<file path="src/rtl/mux_dec_arbiter.sv">
// Round-robin arbiter and break-before-make sequencer for the shared mux_2x1 -> dec_3x8 path.
// The decoder is held disabled for one cycle on either side of every select change.
module mux_dec_arbiter #(
  parameter int unsigned HOLD_CYCLES = 4,
  parameter int unsigned CNT_W       = 8
) (
  input  logic clk,
  input  logic rst_n,
  input  logic req0_i,
  input  logic req1_i,
  output logic gnt0_o,
  output logic gnt1_o,
  output logic sel_o,
  output logic en_o,
  output logic done0_o,
  output logic done1_o,
  output logic busy_o
);

  // state   | meaning
  // IDLE    | no owner, decoder off, arbitrating every cycle
  // SETUP   | select switched to the winner, decoder still off
  // ACTIVE  | decoder on for the owner, counting the hold window
  // RELEASE | decoder off, grant dropped, arbitrating for the next owner
  typedef enum logic [1:0] {S_IDLE, S_SETUP, S_ACTIVE, S_RELEASE} state_e;

  state_e           state_q, state_d;
  logic             last_q, last_d;
  logic [CNT_W-1:0] cnt_q, cnt_d;
  logic             gnt0_q, gnt0_d, gnt1_q, gnt1_d, sel_q, sel_d, en_q, en_d;
  logic             done0_q, done0_d, done1_q, done1_d, busy_q, busy_d;

  logic any_req, winner, owner_req, hold_done;

  assign any_req   = req0_i | req1_i;
  // on a tie the requester that did not hold the last grant wins
  assign winner    = (req0_i & req1_i) ? ~last_q : req1_i;
  assign owner_req = last_q ? req1_i : req0_i;
  assign hold_done = (cnt_q == CNT_W'(HOLD_CYCLES));

  always_ff @(posedge clk or negedge rst_n) begin
    if (!rst_n) begin
      state_q <= S_IDLE;
      last_q  <= 1'b1;
      cnt_q   <= '0;
      gnt0_q  <= 1'b0;
      gnt1_q  <= 1'b0;
      sel_q   <= 1'b0;
      en_q    <= 1'b0;
      done0_q <= 1'b0;
      done1_q <= 1'b0;
      busy_q  <= 1'b0;
    end else begin
      state_q <= state_d;
      last_q  <= last_d;
      cnt_q   <= cnt_d;
      gnt0_q  <= gnt0_d;
      gnt1_q  <= gnt1_d;
      sel_q   <= sel_d;
      en_q    <= en_d;
      done0_q <= done0_d;
      done1_q <= done1_d;
      busy_q  <= busy_d;
    end
  end

  always_comb begin
    state_d = state_q;
    last_d  = last_q;
    case (state_q)
      S_IDLE, S_RELEASE: begin
        if (any_req) begin
          state_d = S_SETUP;
          last_d  = winner;
        end else begin
          state_d = S_IDLE;
        end
      end
      S_SETUP:  state_d = owner_req ? S_ACTIVE : S_RELEASE;
      S_ACTIVE: if (!owner_req || hold_done) state_d = S_RELEASE;
      default:  state_d = S_IDLE;
    endcase
  end

  // outputs are registered copies of what the next state implies
  always_comb begin
    sel_d   = (state_d == S_SETUP) ? last_d : sel_q;
    en_d    = (state_d == S_ACTIVE);
    gnt0_d  = ((state_d == S_SETUP) || (state_d == S_ACTIVE)) && !last_d;
    gnt1_d  = ((state_d == S_SETUP) || (state_d == S_ACTIVE)) &&  last_d;
    busy_d  = (state_d != S_IDLE);
    done0_d = (state_q == S_ACTIVE) && owner_req && hold_done && !last_q;
    done1_d = (state_q == S_ACTIVE) && owner_req && hold_done &&  last_q;
    cnt_d   = '0;
    if (state_d == S_ACTIVE)
      cnt_d = (state_q == S_SETUP) ? CNT_W'(1) : cnt_q + CNT_W'(1);
  end

  assign gnt0_o  = gnt0_q;
  assign gnt1_o  = gnt1_q;
  assign sel_o   = sel_q;
  assign en_o    = en_q;
  assign done0_o = done0_q;
  assign done1_o = done1_q;
  assign busy_o  = busy_q;

endmodule

</file>
<file path="config.mk">
export PLATFORM = sky130hd
export DESIGN_NAME = mux_dec_arbiter
export DESIGN_NICKNAME = d
export VERILOG_FILES = /design/src/rtl/mux_dec_arbiter.sv
export SDC_FILE = /design/constraint.sdc
export NUM_CORES = 1
export LEC_CHECK = 0
export BUFFER_PORTS_ARGS = -buffer_cell sky130_fd_sc_hd__buf_4
export CAP_MARGIN = 20
export CELL_PAD_IN_SITES_DETAIL_PLACEMENT = 0
export CELL_PAD_IN_SITES_GLOBAL_PLACEMENT = 1
export CORE_MARGIN = 2
export CORE_UTILIZATION = 46
export CTS_BUF_LIST = sky130_fd_sc_hd__clkbuf_16
export CTS_CLUSTER_DIAMETER = 200
export CTS_CLUSTER_SIZE = 24
export DETAILED_ROUTE_END_ITERATION = 16
export PLACE_DENSITY = 0.91
export SYNTH_ARGS = -nofsm -noshare
export SYNTH_HDL_FRONTEND = slang
export SYNTH_SLANG_ARGS = --single-unit
export TNS_END_PERCENT = 5
</file>
<file path="constraint.sdc">
create_clock -name clk -period 4.6 [get_ports clk]
set_clock_uncertainty 0.15 [all_clocks]
set_input_delay 0.23 -clock clk [delete_from_list [all_inputs] [get_ports clk]]
set_output_delay 0.23 -clock clk [all_outputs]
set_load 0.05 [all_outputs]
</file>
==> out/metrics.yaml <==
run_status:
  outcome: "finished clean"
clock_tree:
  cts_sinks: 18
  clk_pin_slew_ps: 50
  clock_path_buffers: 2
  cts_tree: "done"
  cts_max_level: 1
  cts_buffers: 3
  worstSkewPairLatency_ps: 240
  cts-root-buf: "clkbuf_16"
pwr:
  leakage_nw: 0.470
  peakVddDrop_mv: 0.487
  power_density_mw_per_mm2: 698
die:
  dieHeight_um: 46.2
  start_util_pct: 48.0
  core_mm2: 0.00171
  rows: 15
  die_area_mm2: 0.00214
  die_x_um: 46.2
  top_level_ports: 11
sta:
  final_max_slew_viol_count: 0
  hold_violations: 0
  finalSetupViolCount: 0
  rsz0062_at_grt: "no"
  layout_min_cycle_time_ps: 2110
  worstMarginPinSlew_ps: 330
  fin_setup_tns_ps: 0
  period_share_pct: 45.9
  max_freq_ghz: 0.473
  slew_headroom_pct: 77.9
  fin_ws_ps: 2490
place:
  place.gp.congestion: 0.749
  io_buffer_count: 10
  dp_slack_ps: 2500
  dp_hpwl_mm: 1.01
flow_run:
  maxCapViolations: 0
synth:
  ys_warn_count: 0
  syn_inst: 74
  synth_nets: 85
  yosys.cell_types.count: 25
  syn_area_um2: 820
  ys_async_sr_fraction_pct: 100
  ys.flop_type: "dfrtp_1"
  synth-edff-count: 0
  synth-seq-area-share_pct: 55.1
  synth_area_per_cell_um2: 11.1
  ys_seq_elements: 18
setup_path:
  cp.arrival_ps: 2090
  worstSetupPathType: "reg -> reg"
  crit_path_end_kind: "flip-flop"
  worstSetupStartpointType: "flip-flop"
  critPathMaxFanout: 5
  required_ps: 4580
routing:
  drt_wl_total_mm: 1.41
  dr_wl_met2_um: 688
  drt_iter0_markers: 4
  viasPerCell: 5.00
  vias: 570
  ant_nets: 0
  wl_met3_um: 51
  wl_per_cell_um: 12.4
  dr.pass1.iters: 4
  drc: 0
  drt-met1-wl_um: 653
  top_layer_used: "met4"
cells_and_area:
  diodes: 0
  syn_to_final_growth_pct: 23.8
  nets: 101
  drive_gt1_share_pct: 19.1
grt:
  grt_pass1_wl_mm: 2.36
  grt_overflow: 0
  grt_max_degree: 19
  first_global_vias: 535
  antenna_found_initial: 0
  grt_usage_pct: 16.1
hold_path:
  hp-class: "in -> reg"
[final timing paths]
check                              startpoint                  to  slack, ps  cells after the start
max in group asynchronous               rst_n    last_q$_DFF_PN1_       3800                      2
setup reg to reg           cnt_q[0]$_DFF_PN0_   sel_o$_DFFE_PN0N_       2490                      7
min in group asynchronous               rst_n  cnt_q[4]$_DFF_PN0_        240                      2
hold / removal                         req0_i    last_q$_DFF_PN1_         90                      2
setup / recovery           cnt_q[0]$_DFF_PN0_   sel_o$_DFFE_PN0N_       2490                      7
hold reg to reg             sel_o$_DFFE_PN0N_   sel_o$_DFFE_PN0N_        360                      1
[worst max-delay path, stage by stage, from the launching register on]
cell and delay [ps]:
dfrtp_1 420, inv_1 80, ha_1 140, nor4b_1 240
nand2_1 170, a31oi_1 280, ha_1 200, mux2_2 320
[stage by stage]
stage	std cells	util (%)	hold WS [ps]	instance area (um^2)	power, mW
3_5_place_dp	109	54.2	-41.3	926	0.537
6_report	114	59.4	85.6	1010	0.708
3_3_place_gp	109	54.2	-41.9	926	0.528
2_1_floorplan	74	-	-216	820	0.456
5_1_grt	114	59.4	103	1010	0.762
4_1_cts	114	59.4	79.0	1010	0.714
[area by class of cell]
type                       instances  area [um^2]
clock inverter                     1         3.75
tap                               25         31.3
timing repair buffer              11         85.1
clock buffer                       3         75.1
inverter                           8         30.0
fill                             150          693
sequential                        18          452
multi-input combinational         48          338
[cells by family after synthesis]
group           Yosys count  synth area share (%)
simple gates             24                  16.6
flops                    18                  55.1
compound gates           13                  9.31
buf+inv                   8                  3.66
fa+ha+maj                 7                  10.7
xor+xnor                  3                  3.21
mux                       1                  1.37
[cell usage in the layout (no fill, tap or decap), types with 2 or more instances in the layout]
cell type / instances
nand3_2: 2
o21ai_0: 3
clkbuf_16: 3
ha_1: 7
a21oi_1: 5
inv_1: 8
buf_4: 10
a31oi_1: 2
nand2_1: 5
nor2_1: 6
or3_1: 3
xor2_1: 2
dfrtp_1: 17
[report_power, final]
group	internal, mW	switching (mW)	total (mW)
registers	0.204	0.0230	0.227
clock network	0.115	0.0537	0.169
logic	0.115	0.198	0.312
total	0.434	0.274	0.708
[timing repair]
item	4_1_cts	5_1_grt
setup buffers	0	0
hold buffers	1	0
gates resized for setup	0	0
hold endpoints to repair	18	0
[registers in the layout, indices dropped and copies added, names as in the netlist]
signal	cells
busy_o	1
cnt_q	8
done0_o	1
done1_o	1
en_o	1
gnt0_o	1
gnt1_o	1
last_q	1
sel_o	1
state_q	2
[synthesized netlist by cell type (2+ instances only)]
| cell type | instances | area (um^2) |
|---|---|---|
| a21oi_1 | 5 | 25.0 |
| inv_1 | 8 | 30.0 |
| nand3_2 | 2 | 20.0 |
| a31oi_1 | 2 | 12.5 |
| o21ai_0 | 3 | 15.0 |
| ha_1 | 7 | 87.6 |
| xor2_1 | 2 | 17.5 |
| nor2_1 | 6 | 22.5 |
| nand2_1 | 5 | 18.8 |
| or3_1 | 3 | 18.8 |
| dfrtp_1 | 17 | 425 |
[per-layer routing]
metal / track usage [%] / up-vias
li1: - / 285
met1: 22.2 / 269
met2: 23.3 / 12
met3: 3.92 / 4
met4: 8.57 / 0
met5: 0 / -
(Power assumes the default switching activity.)
